## config.mk

```make
export PLATFORM = sky130hd
export DESIGN_NAME = regfile_write_queue
export DESIGN_NICKNAME = d
export VERILOG_FILES = /design/src/rtl/regfile_write_queue.sv
export SDC_FILE = /design/constraint.sdc
export NUM_CORES = 1
export LEC_CHECK = 0
export CORE_ASPECT_RATIO = 1.1
export CORE_MARGIN = 2
export CORE_UTILIZATION = 30
export DETAILED_ROUTE_END_ITERATION = 8
export DONT_BUFFER_PORTS = 1
export GPL_TIMING_DRIVEN = 0
export PLACE_DENSITY_LB_ADDON = 0.25
export SETUP_SLACK_MARGIN = 0.1
export SYNTH_ARGS = -nofsm -noshare
export SYNTH_HDL_FRONTEND = slang
export SYNTH_SLANG_ARGS = --single-unit
```

## constraint.sdc

```tcl
create_clock -name clk -period 6.85 [get_ports clk]
set_input_delay 1.0275 -clock clk [delete_from_list [all_inputs] [get_ports clk]]
set_output_delay 1.0275 -clock clk [all_outputs]
set_load 0.03 [all_outputs]
```

## src/rtl/regfile_write_queue.sv

```systemverilog
// regfile_write_queue: DEPTH-entry write buffer in front of register_files.
// Drains one entry per cycle and forwards the newest pending data on lookup.
module regfile_write_queue #(
  parameter int NUM_ADDRESS = 16,
  parameter int DATA_LENGTH = 32,
  parameter int DEPTH       = 4,
  localparam int ADDR_W = $clog2(NUM_ADDRESS),
  localparam int CNT_W  = $clog2(DEPTH + 1),
  localparam int PTR_W  = $clog2(DEPTH)
) (
  input  logic                   clk,
  input  logic                   reset,
  input  logic                   req_valid,
  output logic                   req_ready,
  input  logic [ADDR_W-1:0]      req_address,
  input  logic [DATA_LENGTH-1:0] req_data,
  input  logic                   drain_enable,
  output logic                   write_enable,
  output logic [ADDR_W-1:0]      write_address,
  output logic [DATA_LENGTH-1:0] write_data_out,
  input  logic [ADDR_W-1:0]      lookup_address,
  output logic                   lookup_hit,
  output logic [DATA_LENGTH-1:0] lookup_data,
  output logic [CNT_W-1:0]       count
);

  logic [ADDR_W-1:0]      addr_q [DEPTH];
  logic [DATA_LENGTH-1:0] data_q [DEPTH];
  logic [DEPTH-1:0]       vld_q;

  logic [PTR_W-1:0]       wr_ptr_q;
  logic [PTR_W-1:0]       rd_ptr_q;
  logic [CNT_W-1:0]       count_q;
  logic [CNT_W-1:0]       count_d;

  logic                   we_q;
  logic [ADDR_W-1:0]      waddr_q;
  logic [DATA_LENGTH-1:0] wdata_q;

  logic full;
  logic push;
  logic pop;

  // Full blocks a push even when a pop happens in the same cycle,
  // keeping req_ready free of any path from drain_enable.
  assign full      = (count_q == CNT_W'(DEPTH));
  assign req_ready = !full && !reset;
  assign push      = req_valid && req_ready;
  assign pop       = drain_enable && (count_q != '0);

  // Occupancy next-state from the push/pop pair.
  always_comb begin
    count_d = count_q;
    unique case ({push, pop})
      2'b10:   count_d = count_q + CNT_W'(1);
      2'b01:   count_d = count_q - CNT_W'(1);
      default: count_d = count_q;
    endcase
  end

  // FIFO pointers, valid bits and the registered write port.
  // Push and pop never touch the same slot: pop needs count != 0
  // and push needs count != DEPTH, so the pointers differ.
  always_ff @(posedge clk) begin
    if (reset) begin
      wr_ptr_q <= '0;
      rd_ptr_q <= '0;
      count_q  <= '0;
      vld_q    <= '0;
      we_q     <= 1'b0;
      waddr_q  <= '0;
      wdata_q  <= '0;
    end else begin
      count_q <= count_d;
      if (push) begin
        addr_q[wr_ptr_q] <= req_address;
        data_q[wr_ptr_q] <= req_data;
        vld_q[wr_ptr_q]  <= 1'b1;
        wr_ptr_q         <= wr_ptr_q + PTR_W'(1);
      end
      if (pop) begin
        we_q            <= 1'b1;
        waddr_q         <= addr_q[rd_ptr_q];
        wdata_q         <= data_q[rd_ptr_q];
        vld_q[rd_ptr_q] <= 1'b0;
        rd_ptr_q        <= rd_ptr_q + PTR_W'(1);
      end else begin
        we_q <= 1'b0;
      end
    end
  end

  // Forwarding: start from the in-flight output register, then scan
  // FIFO slots oldest to newest so the youngest match wins.
  always_comb begin
    logic [PTR_W-1:0] idx;
    idx         = '0;
    lookup_hit  = 1'b0;
    lookup_data = '0;
    if (we_q && (waddr_q == lookup_address)) begin
      lookup_hit  = 1'b1;
      lookup_data = wdata_q;
    end
    for (int i = 0; i < DEPTH; i++) begin
      idx = rd_ptr_q + PTR_W'(i);
      if (vld_q[idx] && (addr_q[idx] == lookup_address)) begin
        lookup_hit  = 1'b1;
        lookup_data = data_q[idx];
      end
    end
  end

  assign write_enable   = we_q;
  assign write_address  = waddr_q;
  assign write_data_out = wdata_q;
  assign count          = count_q;

endmodule

```

==> results of run 1 <==
## logic make-up after synthesis
kind of cell | after synthesis | share of synthesized area [%]
flops | 194 | 43.80
mux | 180 | 29.69
fa+ha+maj | 10 | 1.091
buf+inv | 108 | 4.138
xor+xnor | 26 | 1.873
compound gates | 184 | 10.30
simple gates | 234 | 9.099
## state kept, by name, summed over array words and instances, names as in the netlist, named ones only
name            cells
addr_q             16
count               3
data_q            128
rd_ptr_q            2
vld_q               4
wr_ptr_q            2
write_address       4
write_data_out     32
write_enable        1
## worst max-delay path, stage by stage (launching register included)
cell	delay [ns]
dfxtp_1	0.51
buf_1	0.58
inv_1	0.19
ha_1	0.39
buf_4	0.24
mux4_2	0.53
xor2_1	0.16
nor3_2	0.20
buf_2	0.28
clkbuf_1	0.47
and3_1	0.26
a211oi_2	0.05
o21ai_1	0.59
## report_power, final
| part | switching [mW] | internal [mW] |
|---|---|---|
| Clock | 0.495 | 0.502 |
| Combinational | 1.02 | 0.799 |
| Sequential | 0.235 | 1.37 |
## path summary, 6_finish.rpt
kind | startpoint | to | slack (ns) | cells past startpoint
worst max-delay path | rd_ptr_q[1] | lookup_data[21] | 0.91 | 12
worst min-delay path | vld_q[0] | vld_q[0] | 0.52 | 1
worst max register to register | rd_ptr_q[1] | register | 3.15 | 9
worst min register to register | vld_q[0] | vld_q[0] | 0.52 | 1
## synthesized netlist by cell type (8+ instances only)
cell type | n | area (um2)
edfxtp_1 | 144 | 4324
mux4_2 | 144 | 3243
nand2_1 | 111 | 416.7
clkbuf_1 | 60 | 225.2
dfxtp_1 | 50 | 1001
a21oi_1 | 45 | 225.2
and3_1 | 37 | 231.5
a22oi_1 | 33 | 247.7
mux2i_1 | 33 | 330.3
nand3_1 | 33 | 165.2
nor3_1 | 33 | 165.2
o21ai_0 | 33 | 165.2
o21ai_1 | 32 | 160.2
a211oi_2 | 29 | 362.9
buf_2 | 20 | 100.1
xor2_1 | 14 | 122.6
xnor2_1 | 12 | 105.1
ha_1 | 9 | 112.6
nor2_1 | 8 | 30.03
## area by class of cell
type / instances / area (um2)
Sequential cell: 194 / 5325
Inverter: 9 / 33.78
Tap cell: 513 / 641.9
Buffer: 99 / 469.2
Clock inverter: 13 / 115.1
Multi-Input combinational cell: 634 / 6339
Clock buffer: 19 / 454.2
Fill cell: 3963 / 26620
Timing Repair Buffer: 4 / 80.08
## routing by layer
metal  share of wire (%)  routed length (um)  vias up
met2                  50               19510      340
met1                  41               16000     4446
met3                 7.6                2977       39
met4                 1.9                 728        0
li1                    -                   -     3770
met5                   0                   0        -
==> impl_metrics.yaml, run 1 <==
power_and_ir_drop:
  p_leak_nw: 4.213
  total_power_mw: 4.425
  powerDensity_nw_per_um2: 328.8
  vdd_ir_drop_max_mv: 0.1977
logic_synthesis:
  synth_flop_cell: "edfxtp_1"
  yosysSeqAreaShare_pct: 43.80
  ys_ff_latch: 194
  synth_cells: 936
  syn-cell-area_um2: 12160
  avgSynthCellArea_um2: 12.99
  yosysUniqueCellTypes: 43
  synth-edff-count: 144
  yosysWarningCount: 0
  synth_nets: 990
  async_flop_share_pct: 0
global_routing:
  grt_antenna_before_repair: 0
  grt_use_total_pct: 18.87
  use_met3_pct: 5.540
  gr-max-usage-layer: "met2"
  grt_pass1_vias: 8743
  grt_max_degree: 29
  grt.overflow.total: 0
  groute.layer.met1.usage_pct: 23.74
  grt_pass1_wl_um: 58210
  use_met2_pct: 31.70
final_layout:
  drive_gt1_share_pct: 25.93
  diodes: 0
  final_nets: 1013
  final_cell_mix: "mux4_2, edfxtp_1, nand2_1"
  fin_util_pct: 33.58
  stdcell_count: 1485
  fin_area_um2: 13460
  areaGrowthSynthToFinish_pct: 10.70
sta:
  setup_viol: 0
  tightest_slew_ns: 1.038
  slew-limit-headroom_pct: 30.51
  hold_viol: 0
  rsz0062_at_grt: "false"
  period_share_pct: 86.66
  worst_slack_ns: 0.9141
  slew_viol_final: 0
  fin_crit_ns: 5.936
  fin_skew_ns: 0.01710
  fin_hold_ws_ns: 0.5229
  fmax_mhz: 168.5
  tns_ns: 0
clocking:
  cts_resized: 0
  worstSkewPairLatency_ns: 0.46
  cts_root_buf: "clkbuf_16"
  clockBufferDepth: 2
  htreeDepth: 4
  cts_hold_repair.buffers: 0
  clock-sinks: 194
  cts_buffers: 17
  cts_setup_buffers: 0
  cts_tree: "built"
  clk_pin_slew_ns: 0.07
worst_setup_path:
  worstPathRequired_ns: 5.82
  path_class: "reg -> out"
  end_kind: "output port"
  startpoint_type: "register"
  cp_max_fo: 10
  cp.arrival_ns: 4.91
detailed_routing:
  via_per_inst: 5.788
  routed_wl_um: 39220
  routedWlPerCell_um: 26.41
  dr.first_iter.drc_count: 823
  ant_nets: 0
  vias: 8595
  drc: 0
  drt-pass1-iter-count: 5
die:
  initial_core_util_pct: 30.33
  dieArea_um2: 42150
  rows: 77
  chipWidth_um: 195.9
  die_h_um: 215.1
  core_um2: 40080
  pin_count: 118
placement:
  place_congestion: 0.8116
  place_area_um2: 12880
  dp_slack_ns: 1.315
  dp.cells: 1453
  dp_hpwl_um: 27370
  numPortBuffers: 0
min_path:
  hold_path_class: "reg -> reg"
run:
  maxCapViolCount: 0
status:
  outcome: "finished clean"
Power figures use the tool's default switching activity.
==> run 2: changes to the inputs <==
--- a/config.mk
+++ b/config.mk
@@ -5,6 +5,8 @@
 export SDC_FILE = /design/constraint.sdc
 export NUM_CORES = 1
 export LEC_CHECK = 0
+export CELL_PAD_IN_SITES_DETAIL_PLACEMENT = 1
+export CELL_PAD_IN_SITES_GLOBAL_PLACEMENT = 1
 export CORE_ASPECT_RATIO = 1.1
 export CORE_MARGIN = 2
 export CORE_UTILIZATION = 30
==> constraint.sdc (replaced) <==
create_clock -name clk -period 6.5 [get_ports clk]
set_input_delay 0.975 -clock clk [delete_from_list [all_inputs] [get_ports clk]]
set_output_delay 0.975 -clock clk [all_outputs]
set_load 0.03 [all_outputs]
==> impl_metrics.yaml, run 2 (synthesis gave the netlist of run 1 again) <==
placement:
  dp_slack_ns: 0.9828
  place_area_um2: 12880
  dp.cells: 1453
  dp_hpwl_um: 28730
  numPortBuffers: 0
  place_congestion: 0.7852
final_layout:
  stdcell_count: 1485
  fin_area_um2: 13540
  areaGrowthSynthToFinish_pct: 11.34
  top_register: "data_q"
  largest_reg_flops: 128
  drive_gt1_share_pct: 25.72
  fin_util_pct: 33.77
  final_cell_mix: "mux4_2, edfxtp_1, nand2_1"
  diodes: 0
  final_nets: 1013
clocking:
  cts_tree: "built"
  clock-sinks: 194
  cts_resized: 0
  worstSkewPairLatency_ns: 0.47
  cts_root_buf: "clkbuf_16"
  clk_pin_slew_ns: 0.07
  clockBufferDepth: 2
  cts_setup_buffers: 0
  cts_hold_repair.buffers: 0
  htreeDepth: 4
  cts_buffers: 17
global_routing:
  grt_use_total_pct: 20.00
  use_met2_pct: 34.76
  groute.layer.met1.usage_pct: 23.19
  grt_max_degree: 27
  gr-max-usage-layer: "met2"
  grt_pass1_vias: 9254
  use_met3_pct: 5.587
  grt_antenna_before_repair: 0
  grt.overflow.total: 0
  grt_pass1_wl_um: 61350
min_path:
  hold_path_class: "reg -> reg"
worst_setup_path:
  worstPathRequired_ns: 5.52
  crit_chain: "buf_1 > inv_1 > ha_1 > buf_4 > mux4_2 > xor2_1 > nor3_2 > buf_2 > clkbuf_1 > and3_1 > a211oi_2 > o21ai_1"
  end_kind: "output port"
  cp_max_fo: 10
  startpoint_type: "register"
  path_class: "reg -> out"
  cpPeakStageDelay_ns: 0.61
  cp.arrival_ns: 5.09
  ff2ff_setup_slack_ns: 2.62
  slowest_stage: "o21ai_1"
sta:
  fin_crit_ns: 6.062
  worst_slack_ns: 0.4378
  slew-limit-headroom_pct: 0.6881
  tightest_slew_ns: 1.478
  fin_skew_ns: 0.01065
  slew_viol_final: 0
  rsz0062_at_grt: "false"
  period_share_pct: 93.27
  tns_ns: 0
  setup_viol: 0
  hold_viol: 0
  fmax_mhz: 165.0
power_and_ir_drop:
  p_leak_nw: 4.235
  powerDensity_nw_per_um2: 358.7
  vdd_ir_drop_max_mv: 0.2533
detailed_routing:
  routedWlPerCell_um: 27.76
  via_per_inst: 5.784
  vias: 8589
  ant_nets: 0
  routed_wl_um: 41230
  drc: 0
  dr.first_iter.drc_count: 629
  drt-pass1-iter-count: 5
die:
  initial_core_util_pct: 30.33
  pin_count: 118
  core_um2: 40080
  die_h_um: 215.1
  chipWidth_um: 195.9
  dieArea_um2: 42150
  rows: 77
run:
  maxCapViolCount: 1
status:
  failed_checks: "max-capacitance violations"
  outcome: "complete, but fails checks"
## run 2: cell count changes in the layout (fill, tap and decap cells not counted), moves of 2 or more
cell / change
inv_8: -2
clkinv_4: -3
bufinv_16: +5
clkinvlp_4: +3
## run 2: critical path, delay by kind of cell (launching register included)
kind	cells	cell delay [ns]
buffers and inverters	5	1.84
AO/OA/AOI/OAI	2	0.66
flip-flops	1	0.54
multiplexers	1	0.53
AND/OR/NAND/NOR	2	0.46
adder cells (fa/ha/maj)	1	0.39
XOR/XNOR	1	0.16
## run 2: worst paths after layout
check	from	to	cells past startpoint
max	rd_ptr_q[1]	lookup_data[17]	12
min	vld_q[0]	vld_q[0]	1
max reg2reg	rd_ptr_q[1]	register	9
min reg2reg	vld_q[0]	vld_q[0]	1
## run 2: layer usage
layer | vias to the layer above | routed length (um)
li1 | 3764 | -
met1 | 4499 | 16250
met2 | 254 | 21050
met3 | 72 | 2614
met4 | 0 | 1310
met5 | - | 0
## run 2: area by class of cell
cell class,count,area (um2)
buffer,99,469.2
clock buffer,18,429.2
clock inverter,14,222.7
fill,4266,26540
inverter,9,33.78
multi-input combinational,634,6334
sequential,194,5325
tap,513,641.9
timing repair buffer,4,80.08
## run 2: through the flow
step | hold WS, ns | total power, mW
finish | 0.5229 | 4.855
global route | 0.5470 | 5.085
CTS | 0.5215 | 4.908
detailed placement | 0.5085 | 3.698
global placement | 0.4949 | 3.679
floorplan | 0.4645 | 3.126
## run 2: power by group
part	switching, mW	total (mW)	internal [mW]
Combinational	1.11	1.95	0.844
Sequential	0.250	1.70	1.45
Clock	0.518	1.21	0.689
